### config.mk
export PLATFORM = sky130hd
export DESIGN_NAME = poly_tone_synth
export DESIGN_NICKNAME = d
export VERILOG_FILES = /design/src/rtl/poly_tone_synth.sv
export SDC_FILE = /design/constraint.sdc
export NUM_CORES = 1
export LEC_CHECK = 0
export CORE_ASPECT_RATIO = 0.7
export CORE_UTILIZATION = 46
export DETAILED_ROUTE_END_ITERATION = 10
export GPL_TIMING_DRIVEN = 0
export PLACE_DENSITY = 0.72
export SYNTH_ARGS = -nofsm -noshare
export SYNTH_HDL_FRONTEND = slang
export SYNTH_SLANG_ARGS = --single-unit
export TNS_END_PERCENT = 30
### constraint.sdc
create_clock -name clock -period 12.4 [get_ports clock]
set_clock_uncertainty 0.15 [all_clocks]
set_input_delay 2.48 -clock clock [delete_from_list [all_inputs] [get_ports clock]]
set_output_delay 2.48 -clock clock [all_outputs]
set_load 0.02 [all_outputs]
### src/rtl/poly_tone_synth.sv
// Polyphonic PS/2 keyboard tone generator: parses make/break/extended bytes, runs up to VOICES
// square-wave voices and streams their mix to the audio codec. Optional macro: VOICE_STEAL_EN.
module poly_tone_synth #(
  parameter int unsigned VOICES = 4,
  parameter int unsigned CNT_W  = 18,
  parameter int          AMP    = 10000000
) (
  input  logic              clock,
  input  logic              reset,
  input  logic [7:0]        ps2_key_data,
  input  logic              ps2_key_pressed,
  input  logic              audio_out_allowed,
  output logic              write_audio_out,
  output logic [31:0]       audio_out,
  output logic [VOICES-1:0] voices_active
);

  localparam int STEP = AMP / int'(VOICES);

  typedef enum logic [1:0] {StIdle, StBrk, StExt} parse_state_e;

  parse_state_e state_q, state_d;
  logic         make_en, brk_en;
  logic         note_valid;
  logic [CNT_W-1:0] note_hp;

  logic [VOICES-1:0]            on_q, on_d, phase_q, phase_d, held;
  logic [VOICES-1:0][7:0]       code_q, code_d;
  logic [VOICES-1:0][CNT_W-1:0] hp_q, hp_d, cnt_q, cnt_d;
  logic                         alloc_done;
  logic signed [31:0]           mix;

`ifdef VOICE_STEAL_EN
  logic [2:0] steal_q, steal_d;
`endif

  // Parser: only strobe cycles advance the state
  always_comb begin
    state_d = state_q;
    make_en = 1'b0;
    brk_en  = 1'b0;
    if (ps2_key_pressed) begin
      unique case (state_q)
        StIdle: begin
          if (ps2_key_data == 8'hF0)      state_d = StBrk;
          else if (ps2_key_data == 8'hE0) state_d = StExt;
          else                            make_en = 1'b1;
        end
        StBrk: begin
          brk_en  = 1'b1;
          state_d = StIdle;
        end
        StExt: begin
          if (ps2_key_data != 8'hF0) state_d = StIdle;
        end
        default: state_d = StIdle;
      endcase
    end
  end

  // Scan code -> half-period count, C3..B5
  always_comb begin
    note_valid = 1'b1;
    note_hp    = '0;
    case (ps2_key_data)
      8'h15: note_hp = CNT_W'(191131); // C3
      8'h1E: note_hp = CNT_W'(180375);
      8'h1D: note_hp = CNT_W'(170300);
      8'h26: note_hp = CNT_W'(160668);
      8'h24: note_hp = CNT_W'(151699);
      8'h2D: note_hp = CNT_W'(143184);
      8'h2E: note_hp = CNT_W'(135135);
      8'h2C: note_hp = CNT_W'(127551);
      8'h36: note_hp = CNT_W'(120366);
      8'h35: note_hp = CNT_W'(113636);
      8'h3D: note_hp = CNT_W'(107250);
      8'h3C: note_hp = CNT_W'(101256);
      8'h43: note_hp = CNT_W'(95566);  // C4
      8'h46: note_hp = CNT_W'(90188);
      8'h44: note_hp = CNT_W'(85121);
      8'h45: note_hp = CNT_W'(80360);
      8'h4D: note_hp = CNT_W'(75850);
      8'h1C: note_hp = CNT_W'(71592);
      8'h1B: note_hp = CNT_W'(67568);
      8'h23: note_hp = CNT_W'(63776);
      8'h2B: note_hp = CNT_W'(60197);
      8'h1A: note_hp = CNT_W'(56818);  // A4
      8'h34: note_hp = CNT_W'(53625);
      8'h22: note_hp = CNT_W'(50618);
      8'h21: note_hp = CNT_W'(47774);  // C5
      8'h33: note_hp = CNT_W'(45094);
      8'h2A: note_hp = CNT_W'(42568);
      8'h3B: note_hp = CNT_W'(40174);
      8'h32: note_hp = CNT_W'(37919);
      8'h31: note_hp = CNT_W'(35791);
      8'h42: note_hp = CNT_W'(33784);
      8'h3A: note_hp = CNT_W'(31888);
      8'h4B: note_hp = CNT_W'(30099);
      8'h41: note_hp = CNT_W'(28409);
      8'h4C: note_hp = CNT_W'(26815);
      8'h49: note_hp = CNT_W'(25309);  // B5
      default: note_valid = 1'b0;
    endcase
  end

  always_comb begin
    on_d       = on_q;
    phase_d    = phase_q;
    code_d     = code_q;
    hp_d       = hp_q;
    cnt_d      = cnt_q;
    held       = '0;
    alloc_done = 1'b0;
`ifdef VOICE_STEAL_EN
    steal_d    = steal_q;
`endif
    for (int i = 0; i < int'(VOICES); i++) begin
      held[i] = on_q[i] && (code_q[i] == ps2_key_data);
      if (on_q[i]) begin
        if (cnt_q[i] == hp_q[i]) begin
          cnt_d[i]   = '0;
          phase_d[i] = ~phase_q[i];
        end else begin
          cnt_d[i] = cnt_q[i] + CNT_W'(1);
        end
      end
    end

    // Typematic repeats of a held key fall through without touching any voice
    if (make_en && note_valid && (held == '0)) begin
      for (int i = 0; i < int'(VOICES); i++) begin
        if (!alloc_done && !on_q[i]) begin
          on_d[i]    = 1'b1;
          code_d[i]  = ps2_key_data;
          hp_d[i]    = note_hp;
          cnt_d[i]   = '0;
          phase_d[i] = 1'b0;
          alloc_done = 1'b1;
        end
      end
`ifdef VOICE_STEAL_EN
      if (!alloc_done) begin
        for (int i = 0; i < int'(VOICES); i++) begin
          if (3'(i) == steal_q) begin
            code_d[i]  = ps2_key_data;
            hp_d[i]    = note_hp;
            cnt_d[i]   = '0;
            phase_d[i] = 1'b0;
          end
        end
        steal_d = (steal_q == 3'(VOICES - 1)) ? 3'd0 : steal_q + 3'd1;
      end
`endif
    end

    if (brk_en && note_valid) begin
      for (int i = 0; i < int'(VOICES); i++) begin
        if (held[i]) begin
          on_d[i]    = 1'b0;
          cnt_d[i]   = '0;
          phase_d[i] = 1'b0;
        end
      end
    end
  end

  always_comb begin
    mix = '0;
    for (int i = 0; i < int'(VOICES); i++) begin
      if (on_q[i]) mix = phase_q[i] ? mix + STEP : mix - STEP;
    end
  end

  always_ff @(posedge clock) begin
    if (reset) begin
      state_q         <= StIdle;
      on_q            <= '0;
      phase_q         <= '0;
      code_q          <= '0;
      hp_q            <= '0;
      cnt_q           <= '0;
      audio_out       <= '0;
      write_audio_out <= 1'b0;
`ifdef VOICE_STEAL_EN
      steal_q         <= 3'd0;
`endif
    end else begin
      state_q         <= state_d;
      on_q            <= on_d;
      phase_q         <= phase_d;
      code_q          <= code_d;
      hp_q            <= hp_d;
      cnt_q           <= cnt_d;
      audio_out       <= mix;
      write_audio_out <= audio_out_allowed;
`ifdef VOICE_STEAL_EN
      steal_q         <= steal_d;
`endif
    end
  end

  assign voices_active = on_q;

endmodule

==> summary.md, run 1 <==
| Metric | Value |
|---|---|
| Port bufs | 39 |
| Mean Syn Cell Area | 8.10 um2 |
| CTS buffer count | 23 |
| Net switching power | 444 uW |
| Area of the multi-input gates | 8710 um2 |
| Die width | 207 um |
| DR iter-0 viols | 1530 |
| Netlist cell types | 82 |
| Clock power frac | 0.441 |
| Cells after DPL | 2096 |
| CP Class | reg2reg |
| Largest net degree at the start of global routing | 22 |
| Worst reg-to-reg path cell count | 24 |
| RSZ-0062 raised after global routing | no |
| First-pass GRT wire length | 69800 um |
| R2r setup slk | 4.67 ns |
| Crit path time final | 7.73 ns |
| Final setup fails | 0 |
| Die ar. | 30200 um2 |
| Worst Hold Depth | 2 |
| Slew margin rel. | 0.0351 |
| Synth async-reset ratio | 0 |
| Type of the worst min-delay path | reg2reg |
| DR vias/cell | 6.16 |
| GRT Total Usage | 0.296 |
| Critical Path AT | 7.99 ns |
| Initial antenna violation count | 0 |
| Status | finished clean |
| Post-synth EDFFs | 0 |
| R2R Path Start | voices_active[0]$_SDFF_PP0_ |
| Setup WS pre-CTS | 4.98 ns |
| Net Sw Frac | 0.273 |
| Num Clock Sinks | 214 |
| Wirelength, routed | 45900 um |
| Synth Warn # | 0 |
| CTS root buffer | clkbuf_16 |
| Storage element area | 4280 um2 |
| Flops & latches, synth | 214 |
| Nets@finish | 1809 |
| CP required | 12.66 ns |
| Layout cells sized above 1 | 0.0631 |
| H-tree levels | 1 |
| Final Hold Fails | 0 |
| Combinational power share | 0.133 |
| Setup Fix Bufs, Post-CTS | 0 |
| Final slew viol count | 0 |
| Worst skew pair latency | 0.54 ns |
| Worst VDD drop | 0.102 mV |
| Vias in the first global route | 12.0k |
| Final RePlAce weighted congestion | 0.999 |
| Row count | 52 |
| Design Power | 1.63 mW |
| PwrDens | 107 nW/um2 |
| Synth top area share | 0.316 |
| Clock slew at reported path FFs | 0.06 ns |
| Int Power | 1.19 mW |
| Die height | 146 um |
| Register area share after synthesis | 0.316 |
| Ys flop type | dfxtp_1 |
| Clk buf depth | 3 |
| Worst-path maximum fanout | 10 |
| Least-Margin Pin Slew | 1.43 ns |
| Syn-to-layout area delta | 12.3% |
| Post-DP HPWL | 34400 um |
| R2r endpoint | audio_out[31]$_SDFF_PP0_ |
| Drt wl/cell | 21.5 um |
| Detail Route Antenna Nets | 0 |
| Core Region | 29000 um2 |
| Setup ws final | 4.67 ns |
| Synth Cell Area | 13600 um2 |
| Crit. End Element | flop |
| Max Freq | 0.129 GHz |
| Fill count | 2711 |
| Gr ovfl total | 0 |
| DRC | 0 |
| Largest cells by area after synthesis | dfxtp_1 (32%), xnor2_1 (8.9%), nor2_1 (5.8%), ha_1 (4.6%), xor2_1 (4.3%) |
| CTS tree | built |
| 1st-pass router iterations | 8 |
| Initial cell density of the core | 0.468 |
| Hold Slack | 0.326 ns |
| Post-Layout Cell Count | 2138 |
| # hold bufs at CTS | 0 |
| Hold_sp | hp_q[51]$_SDFFE_PP0P_ |
| # IOs | 49 |
| Total negative slack | 0 ns |
| Startpoint type of the worst setup path | flop |
| Min-Delay Endpoint | hp_q[51]$_SDFFE_PP0P_ |
| Via Count | 13.2k |
| MaxCap Viol Count | 0 |
| Area leader, netlist | dfxtp_1 |
| Synth top cells by count | dfxtp_1 (214), nor2_1 (210), xnor2_1 (137), nand2_1 (115), nand3_1 (104) |
| Post-CTS Resized | 0 |
| Syn Inst Count | 1674 |
| Pleak | 5.80 nW |
| Sequential power share | 0.426 |
| Final worst-path cycle share | 0.624 |
| Top-count cell post-synth | dfxtp_1 |
## how the worst max path moves through the flow
stage | start | endpoint | slack (ns)
2_1_floorplan | voices_active[0]$_SDFF_PP0_ | audio_out[28]$_SDFF_PP0_ | 6.42
3_5_place_dp | voices_active[0]$_SDFF_PP0_ | audio_out[31]$_SDFF_PP0_ | 4.98
3_3_place_gp | voices_active[0]$_SDFF_PP0_ | audio_out[31]$_SDFF_PP0_ | 5.14
4_1_cts | voices_active[0]$_SDFF_PP0_ | audio_out[31]$_SDFF_PP0_ | 4.89
6_report | voices_active[0]$_SDFF_PP0_ | audio_out[31]$_SDFF_PP0_ | 4.67
5_1_grt | voices_active[0]$_SDFF_PP0_ | audio_out[31]$_SDFF_PP0_ | 4.18
## per-layer routing
metal,wire length (um),part of all wire,up-vias,track usage
li1,-,-,6081,-
met2,17900,0.39,680,0.403
met4,869,0.019,0,0.0653
met5,0,0,-,0
met3,5770,0.13,83,0.102
met1,21400,0.47,6324,0.440
## kinds of logic (layout without fill, tap and decap cells)
kind of cell,Yosys count,after routing,share of synthesized area
multiplexers,61,61,0.0469
adder cells (fa/ha/maj),54,54,0.0520
XOR/XNOR,203,203,0.131
buffers and inverters,133,214,0.0441
AND/OR/NAND/NOR,634,634,0.228
other,1,6,0.000277
flip-flops,214,214,0.316
AO/OA/AOI/OAI,374,374,0.182
## cells in the final DEF, fill, tap and decap left out, types with 8 or more instances in the layout
cell type	n
nor4_1	12
nor2_1	210
a21o_1	27
nor3_1	36
o21a_1	9
clkbuf_1	62
o211ai_1	14
dfxtp_1	214
buf_4	8
mux2_2	10
and2_1	10
xor2_1	66
inv_1	28
ha_1	50
nor2b_1	21
a211oi_1	18
nand3_1	104
and3_1	21
clkbuf_16	23
o21bai_1	13
buf_2	22
a21oi_1	98
buf_1	10
nand2b_1	21
o21ai_0	91
clkdlybuf4s50_1	39
nand4_1	46
o21ai_1	13
mux2i_1	47
a31oi_1	13
xnor2_1	137
a41oi_1	8
nand2_1	115
## worst max-delay path, stage by stage, from the launching register on
cell and delay (ns):
dfxtp_1 0.49, clkbuf_1 0.44, clkinv_1 0.48, nor2_1 0.35
fa_1 0.29, inv_1 0.07, fa_1 0.44, mux2i_1 0.20
ha_1 0.30, a21o_1 0.20, a21oi_1 0.32, o21bai_1 0.12
a31oi_1 0.37, o21ai_0 0.35, o311ai_0 0.74, nor2_1 0.15
ha_1 0.39, o21ai_0 0.11, o22ai_1 0.14, a211oi_1 0.49
o21ai_0 0.17, a31oi_1 0.35, o21a_1 0.21, o211ai_1 0.11
mux2i_1 0.14
## sequential cells by signal, summed over array words and instances, names as in the netlist
register         cells
audio_out           27
cnt_q               72
code_q              32
hp_q                72
phase_q              4
state_q              2
voices_active        4
write_audio_out      1
## cell type report
class,instances,share of cell area
diodes,1,0.000164
flip-flops and latches,214,0.281
well taps,378,0.0310
multi-input cells,1331,0.572
clock inverters,10,0.00887
plain buffers,102,0.0316
clock buffers,31,0.0417
repair buffers,40,0.0261
inverters,31,0.00764
## through the flow
stage / cell area (um2) / util
after floorplan: 13600 / -
after global placement: 14400 / 0.499
after detailed placement: 14500 / 0.499
after CTS: 15200 / 0.526
after global routing: 15200 / 0.526
final: 15200 / 0.526
## power groups by stage
stage          registers, mW  clock network, mW  logic (mW)
2_1_floorplan          0.713                  0       0.138
3_3_place_gp           0.710                  0       0.206
3_5_place_dp           0.710                  0       0.207
4_1_cts                0.694              0.723       0.208
5_1_grt                0.694              0.751       0.231
6_report               0.694              0.719       0.217
(Power assumes the default switching activity.)
==> run 2: changes to the inputs <==
--- a/config.mk
+++ b/config.mk
@@ -9,7 +9,7 @@
 export CORE_UTILIZATION = 46
 export DETAILED_ROUTE_END_ITERATION = 10
 export GPL_TIMING_DRIVEN = 0
-export PLACE_DENSITY = 0.72
+export PLACE_DENSITY = 0.74
 export SYNTH_ARGS = -nofsm -noshare
 export SYNTH_HDL_FRONTEND = slang
 export SYNTH_SLANG_ARGS = --single-unit
==> constraint.sdc (replaced) <==
create_clock -name clock -period 6.7 [get_ports clock]
set_clock_uncertainty 0.15 [all_clocks]
set_input_delay 1.34 -clock clock [delete_from_list [all_inputs] [get_ports clock]]
set_output_delay 1.34 -clock clock [all_outputs]
set_load 0.02 [all_outputs]
==> run 2 against run 1 <==
Sequential power is 86% higher. Sequential share of layout area down 0.10 points. Highest routed layer is now met5. Combinational power up 86%. Global-route usage barely moved. Clock-buffer cell count unchanged. Die area unchanged. Register-to-register slack lost 4.4 ns.
==> summary.md, run 2 (synthesis gave the netlist of run 1 again) <==
| Metric | Value |
|---|---|
| Crit path time final | 6.48 ns (was 7.73 ns) |
| Worst-path maximum fanout | 10 (unchanged) |
| Net switching power | 829 uW (was 444 uW) |
| DR vias/cell | 6.09 (was 6.16) |
| Die ar. | 30200 um2 (unchanged) |
| Post-DP Area | 14500 um2 (about the same) |
| Initial antenna violation count | 1 (was 0) |
| R2r setup slk | 0.22 ns (was 4.67 ns) |
| Post-DP HPWL | 34200 um (was 34400 um) |
| Type of the worst min-delay path | reg2reg (unchanged) |
| CTS buffer count | 23 (unchanged) |
| Gr ovfl total | 0 (unchanged) |
| Int Power | 2.17 mW (was 1.19 mW) |
| Syn-to-layout area delta | 12.8% (was 12.3%) |
| DR iter-0 viols | 1544 (was 1530) |
| Core Region | 29000 um2 (unchanged) |
| Row count | 52 (unchanged) |
| Crit. End Element | flop (unchanged) |
| Wirelength, routed | 45400 um (was 45900 um) |
| Num Clock Sinks | 214 (unchanged) |
| First-pass GRT wire length | 70200 um (was 69800 um) |
| CP required | 7.00 ns (was 12.66 ns) |
| Fill count | 2717 (was 2711) |
| Slowest stage cell, crit path | dfxtp_2 (was o311ai_0) |
| Combinational power share | 0.135 (was 0.133) |
| Slew margin rel. | 0.0530 (was 0.0351) |
| CP max stage delay | 0.43 ns (was 0.74 ns) |
| CTS root buffer | clkbuf_16 (unchanged) |
| Met1 usage | 0.434 (was 0.440) |
| Worst reg-to-reg path cell count | 25 (was 24) |
| Pleak | 5.82 nW (was 5.80 nW) |
| Via Count | 13.0k (was 13.2k) |
| Nets@finish | 1809 (unchanged) |
| Largest net degree at the start of global routing | 22 (unchanged) |
| Startpoint type of the worst setup path | flop (unchanged) |
| Final RePlAce weighted congestion | 0.990 (was 0.999) |
| 1st-pass router iterations | 6 (was 8) |
| R2r endpoint | audio_out[31]$_SDFF_PP0_ (unchanged) |
| Final Hold Fails | 0 (unchanged) |
| GRT Total Usage | 0.296 (about the same) |
| Initial cell density of the core | 0.468 (unchanged) |
| Met3 GRT Util | 0.103 (was 0.102) |
| # hold bufs at CTS | 0 (unchanged) |
| Critical Path AT | 6.78 ns (was 7.99 ns) |
| # IOs | 49 (unchanged) |
| Detail Route Antenna Nets | 0 (unchanged) |
| CP startpoint | voices_active[0]$_SDFF_PP0_ (unchanged) |
| Clock power frac | 0.437 (was 0.441) |
| Worst VDD drop | 0.164 mV (was 0.102 mV) |
| CP Class | reg2reg (unchanged) |
| Final setup fails | 0 (unchanged) |
| DRC | 0 (unchanged) |
| R2R Path Start | voices_active[0]$_SDFF_PP0_ (unchanged) |
| Busiest grt layer | met1 (unchanged) |
| Most frequent cells in the layout | dfxtp_1 (213), nor2_1 (209), xnor2_1 (137) (was dfxtp_1 (214), nor2_1 (210), xnor2_1 (137)) |
| H-tree levels | 1 (unchanged) |
| Largest registers | cnt_q: 72 flops, hp_q: 72 flops, code_q: 32 flops (unchanged) |
| CTS tree | built (unchanged) |
| Crit path to | audio_out[31]$_SDFF_PP0_ (unchanged) |
| PwrDens | 196 nW/um2 (was 107 nW/um2) |
| Status | finished clean (unchanged) |
| Setup WS pre-CTS | -0.659 ns (was 4.98 ns) |
| Clock slew at reported path FFs | 0.07 ns (was 0.06 ns) |
| GRT met2 Usage | 0.407 (was 0.403) |
| Post-layout util | 0.528 (was 0.526) |
| Setup ws final | 0.222 ns (was 4.67 ns) |
| Max Freq | 0.154 GHz (was 0.129 GHz) |
| Setup Fix Bufs, Post-CTS | 0 (unchanged) |
| Clk buf depth | 3 (unchanged) |
| Final worst-path cycle share | 0.967 (was 0.624) |
| Vias in the first global route | 12.0k (about the same) |
| Port bufs | 39 (unchanged) |
| Net Sw Frac | 0.276 (was 0.273) |
| Die width | 207 um (unchanged) |
| MaxCap Viol Count | 0 (unchanged) |
| Least-Margin Pin Slew | 1.41 ns (was 1.43 ns) |
| Sequential power share | 0.428 (was 0.426) |
| Layout cells sized above 1 | 0.0722 (was 0.0631) |
| Fin area | 15300 um2 (was 15200 um2) |
| Commonest non-fill, non-tap cell in the layout | dfxtp_1 (unchanged) |
| Final slew viol count | 0 (unchanged) |
| Die height | 146 um (unchanged) |
| Antenna diodes | 0 (was 1) |
| Worst skew pair latency | 0.54 ns (about the same) |
| Drt wl/cell | 21.2 um (was 21.5 um) |
run 2: layout make-up:
class                      count  area, um2  area share
clock buffer                  31        646      0.0422
inverter                      31        119     0.00777
buffer                       102        483      0.0316
sequential                   214       4290       0.280
multi-input combinational   1331       8760       0.573
tap                          378        473      0.0309
clock inverter                11        123     0.00802
timing repair buffer          40        398      0.0260
run 2: through the flow:
step / power (mW) / hold slack (ns) / instances / setup TNS [ns]
floorplan: 1.58 / 0.299 / 1678 / 0
global placement: 1.69 / 0.319 / 2095 / -2.76
detailed placement: 1.70 / 0.319 / 2096 / -3.80
CTS: 2.99 / 0.328 / 2138 / 0
global route: 3.09 / 0.355 / 2138 / -0.0217
finish: 3.00 / 0.329 / 2138 / 0
run 2: critical path: cells and delay by family, from the launching register on:
| family | cells | cell delay (ns) |
|---|---|---|
| AOI/OAI and AO/OA | 12 | 2.76 |
| muxes | 2 | 0.51 |
| buffers and inverters | 3 | 0.48 |
| DFF | 1 | 0.43 |
| and+or+nand+nor | 4 | 0.63 |
| adders and majority gates | 4 | 1.42 |
run 2: repair_timing:
action	4_1_cts	5_1_grt
endpoints found under the setup margin	12	12
endpoints found under the hold margin	0	0
gates resized for setup	7	9
pin swaps	0	0
run 2: power by group through the flow:
| stage | registers [mW] | clock network (mW) | logic, mW |
|---|---|---|---|
| after detailed placement | 1.31 | 0 | 0.382 |
| after CTS | 1.29 | 1.32 | 0.386 |
| after global placement | 1.31 | 0 | 0.379 |
| final | 1.29 | 1.31 | 0.404 |
| after global routing | 1.29 | 1.38 | 0.430 |
| after floorplan | 1.32 | 0 | 0.256 |
run 2: worst min-delay path by stage:
stage | from | end | slack [ns] | depth (start not counted)
2_1_floorplan | hp_q[35]$_SDFFE_PP0P_ | hp_q[35]$_SDFFE_PP0P_ | 0.30 | 2
3_3_place_gp | hp_q[47]$_SDFFE_PP0P_ | hp_q[47]$_SDFFE_PP0P_ | 0.32 | 2
3_5_place_dp | hp_q[47]$_SDFFE_PP0P_ | hp_q[47]$_SDFFE_PP0P_ | 0.32 | 2
4_1_cts | hp_q[47]$_SDFFE_PP0P_ | hp_q[47]$_SDFFE_PP0P_ | 0.33 | 2
5_1_grt | code_q[31]$_SDFFE_PP0P_ | code_q[31]$_SDFFE_PP0P_ | 0.36 | 1
6_report | hp_q[47]$_SDFFE_PP0P_ | hp_q[47]$_SDFFE_PP0P_ | 0.33 | 2
run 2: routing by layer:
metal  vias to the layer above  part of all wire
met5                         -            0.0018
met4                         4             0.022
met3                        84              0.12
met2                       658              0.39
met1                      6188              0.46
li1                       6092                 -
==> run 3: changes to the inputs <==
--- a/config.mk
+++ b/config.mk
@@ -5,7 +5,7 @@
 export SDC_FILE = /design/constraint.sdc
 export NUM_CORES = 1
 export LEC_CHECK = 0
-export CORE_ASPECT_RATIO = 0.7
+export CORE_ASPECT_RATIO = 1.4
 export CORE_UTILIZATION = 46
 export DETAILED_ROUTE_END_ITERATION = 10
 export GPL_TIMING_DRIVEN = 0
==> run 3 against run 2 <==
Clock power hardly changed. Final area is 0.11% higher. Non-clock buffer count stayed put. Global-route usage is 0.39 points higher. Via count is 0.58% lower. Clock-buffer cell count is 4 lower. Final cell count stayed put.
==> summary.md, run 3 (synthesis gave the netlist of run 1 again) <==
| Metric | Value |
|---|---|
| Layout cells sized above 1 | 0.0739 (was 0.0722) |
| Antenna diodes | 0 (unchanged) |
| Die width | 147 um (was 207 um) |
| Startpoint type of the worst setup path | flop (unchanged) |
| Initial antenna violation count | 0 (was 1) |
| DR vias/cell | 6.06 (was 6.09) |
| Clk buf depth | 3 (unchanged) |
| Setup WS pre-CTS | -0.561 ns (was -0.659 ns) |
| MaxCap Viol Count | 0 (unchanged) |
| Clock power frac | 0.434 (was 0.437) |
| Final RePlAce weighted congestion | 0.984 (was 0.990) |
| CP Class | reg2reg (unchanged) |
| Type of the worst min-delay path | reg2reg (unchanged) |
| # IOs | 49 (unchanged) |
| Cell repeated most along the worst path | a21oi_1 |
| Vias in the first global route | 12.4k (was 12.0k) |
| Gr ovfl total | 0 (unchanged) |
| R2r setup slk | 0.36 ns (was 0.22 ns) |
| Worst VDD drop | 0.222 mV (was 0.164 mV) |
| Drt wl/cell | 21.3 um (was 21.2 um) |
| Wirelength, routed | 45400 um (about the same) |
| Worst-path maximum fanout | 10 (unchanged) |
| Core Region | 29100 um2 (was 29000 um2) |
| Commonest non-fill, non-tap cell in the layout | dfxtp_1 (unchanged) |
| # hold bufs at CTS | 0 (unchanged) |
| CP required | 6.98 ns (was 7.00 ns) |
| Worst skew pair latency | 0.53 ns (was 0.54 ns) |
| CTS buffer count | 22 (was 23) |
| Post-layout util | 0.527 (was 0.528) |
| Setup ws final | 0.356 ns (was 0.222 ns) |
| Die height | 205 um (was 146 um) |
| Largest net degree at the start of global routing | 22 (unchanged) |
| Design Power | 2.98 mW (was 3.00 mW) |
| Final Hold Fails | 0 (unchanged) |
| DRC | 0 (unchanged) |
| Clock slew at reported path FFs | 0.07 ns (about the same) |
| Int Power | 2.17 mW (about the same) |
| Least-Margin Pin Slew | 1.26 ns (was 1.41 ns) |
| Num Clock Sinks | 214 (unchanged) |
| Crit. End Element | flop (unchanged) |
| CP max stage delay | 0.41 ns (was 0.43 ns) |
| Net switching power | 814 uW (was 829 uW) |
| Detail Route Antenna Nets | 0 (unchanged) |
| Crit path time final | 6.34 ns (was 6.48 ns) |
| Syn-to-layout area delta | 12.9% (was 12.8%) |
| Slowest stage cell, crit path | dfxtp_2 (unchanged) |
| Status | finished clean (unchanged) |
| Setup Fix Bufs, Post-CTS | 0 (unchanged) |
| Row count | 74 (was 52) |
| Largest registers | cnt_q: 72 flops, hp_q: 72 flops, code_q: 32 flops (unchanged) |
| Final worst-path cycle share | 0.947 (was 0.967) |
| Initial cell density of the core | 0.466 (was 0.468) |
| Pleak | 5.83 nW (was 5.82 nW) |
| Post-DP HPWL | 34300 um (was 34200 um) |
| Die ar. | 30200 um2 (about the same) |
| H-tree levels | 1 (unchanged) |
| PwrDens | 195 nW/um2 (was 196 nW/um2) |
| DR iter-0 viols | 791 (was 1544) |
| Sequential power share | 0.431 (was 0.428) |
| Port bufs | 39 (unchanged) |
| Final setup fails | 0 (unchanged) |
| First-pass GRT wire length | 69800 um (was 70200 um) |
| Slew margin rel. | 0.148 (was 0.0530) |
| Top delay family on crit path | compound AO/OA/AOI/OAI gates (unchanged) |
| Via Count | 13.0k (about the same) |
| Nets@finish | 1808 (was 1809) |
| Most frequent cells in the layout | dfxtp_1 (213), nor2_1 (209), xnor2_1 (136) (was dfxtp_1 (213), nor2_1 (209), xnor2_1 (137)) |
| Final slew viol count | 0 (unchanged) |
| CTS tree | built (unchanged) |
| Max Freq | 0.158 GHz (was 0.154 GHz) |
| Critical Path AT | 6.63 ns (was 6.78 ns) |
| GRT Total Usage | 0.300 (was 0.296) |
| 1st-pass router iterations | 5 (was 6) |
| CTS root buffer | clkbuf_16 (unchanged) |
| Buf+Inv Stages, Crit Path | 3 (unchanged) |
| Combinational power share | 0.135 (about the same) |
| Net Sw Frac | 0.273 (was 0.276) |
## run 3: cell types whose count changed in the layout (fill, tap and decap cells not counted), moves of 2 or more
cell and change:
a21oi_1 -2, a21oi_2 +2, clkbuf_1 -2, clkbuf_8 -2, clkinv_2 +2, clkinv_4 -2
## run 3: per-stage QoR
| stage | cell area (um2) | cells | hold WS [ns] | TNS [ns] |
|---|---|---|---|---|
| after global placement | 14400 | 2097 | 0.311 | -3.26 |
| after detailed placement | 14500 | 2099 | 0.317 | -3.34 |
| final | 15300 | 2138 | 0.327 | 0 |
| after CTS | 15200 | 2139 | 0.327 | 0 |
| after global routing | 15300 | 2138 | 0.347 | -0.0265 |
| after floorplan | 13600 | 1678 | 0.299 | 0 |
## run 3: path summary, 6_finish.rpt
kind                                                   from                        to  depth (start not counted)
worst max-delay path            voices_active[0]$_SDFF_PP0_  audio_out[29]$_SDFF_PP0_                         25
worst min-delay path                  hp_q[49]$_SDFFE_PP0P_     hp_q[49]$_SDFFE_PP0P_                          2
worst max register to register  voices_active[0]$_SDFF_PP0_  audio_out[29]$_SDFF_PP0_                         25
worst min register to register        hp_q[49]$_SDFFE_PP0P_     hp_q[49]$_SDFFE_PP0P_                          2
## run 3: power groups by stage
stage / logic [mW] / clock network, mW / registers [mW]
floorplan: 0.256 / 0 / 1.32
global placement: 0.381 / 0 / 1.31
detailed placement: 0.382 / 0 / 1.31
CTS: 0.385 / 1.31 / 1.28
global route: 0.429 / 1.36 / 1.28
finish: 0.401 / 1.29 / 1.28
## run 3: layout make-up
| class | instances | area, um2 |
|---|---|---|
| well taps | 380 | 475 |
| clock inverters | 13 | 168 |
| multi-input cells | 1331 | 8790 |
| repair buffers | 41 | 403 |
| plain buffers | 101 | 482 |
| fillers | 2793 | 13800 |
| inverters | 31 | 118 |
| flip-flops and latches | 214 | 4290 |
| clock buffers | 27 | 589 |
## run 3: routing by layer
| metal | vias to the layer above | track usage | share of wire |
|---|---|---|---|
| met3 | 170 | 0.0316 | 0.051 |
| met5 | - | 0 | 0 |
| met4 | 0 | 0.213 | 0.076 |
| met2 | 472 | 0.537 | 0.50 |
| met1 | 6212 | 0.328 | 0.38 |
| li1 | 6096 | - | - |
## run 3: what timing repair did
item,in CTS,in global routing
gates cloned,0,0
endpoints found under the setup margin,12,12
resized for setup,4,18
## run 3: worst min-delay path: stages, from the launching register on
cell     delay [ns]
dfxtp_1        0.32
nand3_1        0.06
o21ai_1        0.05
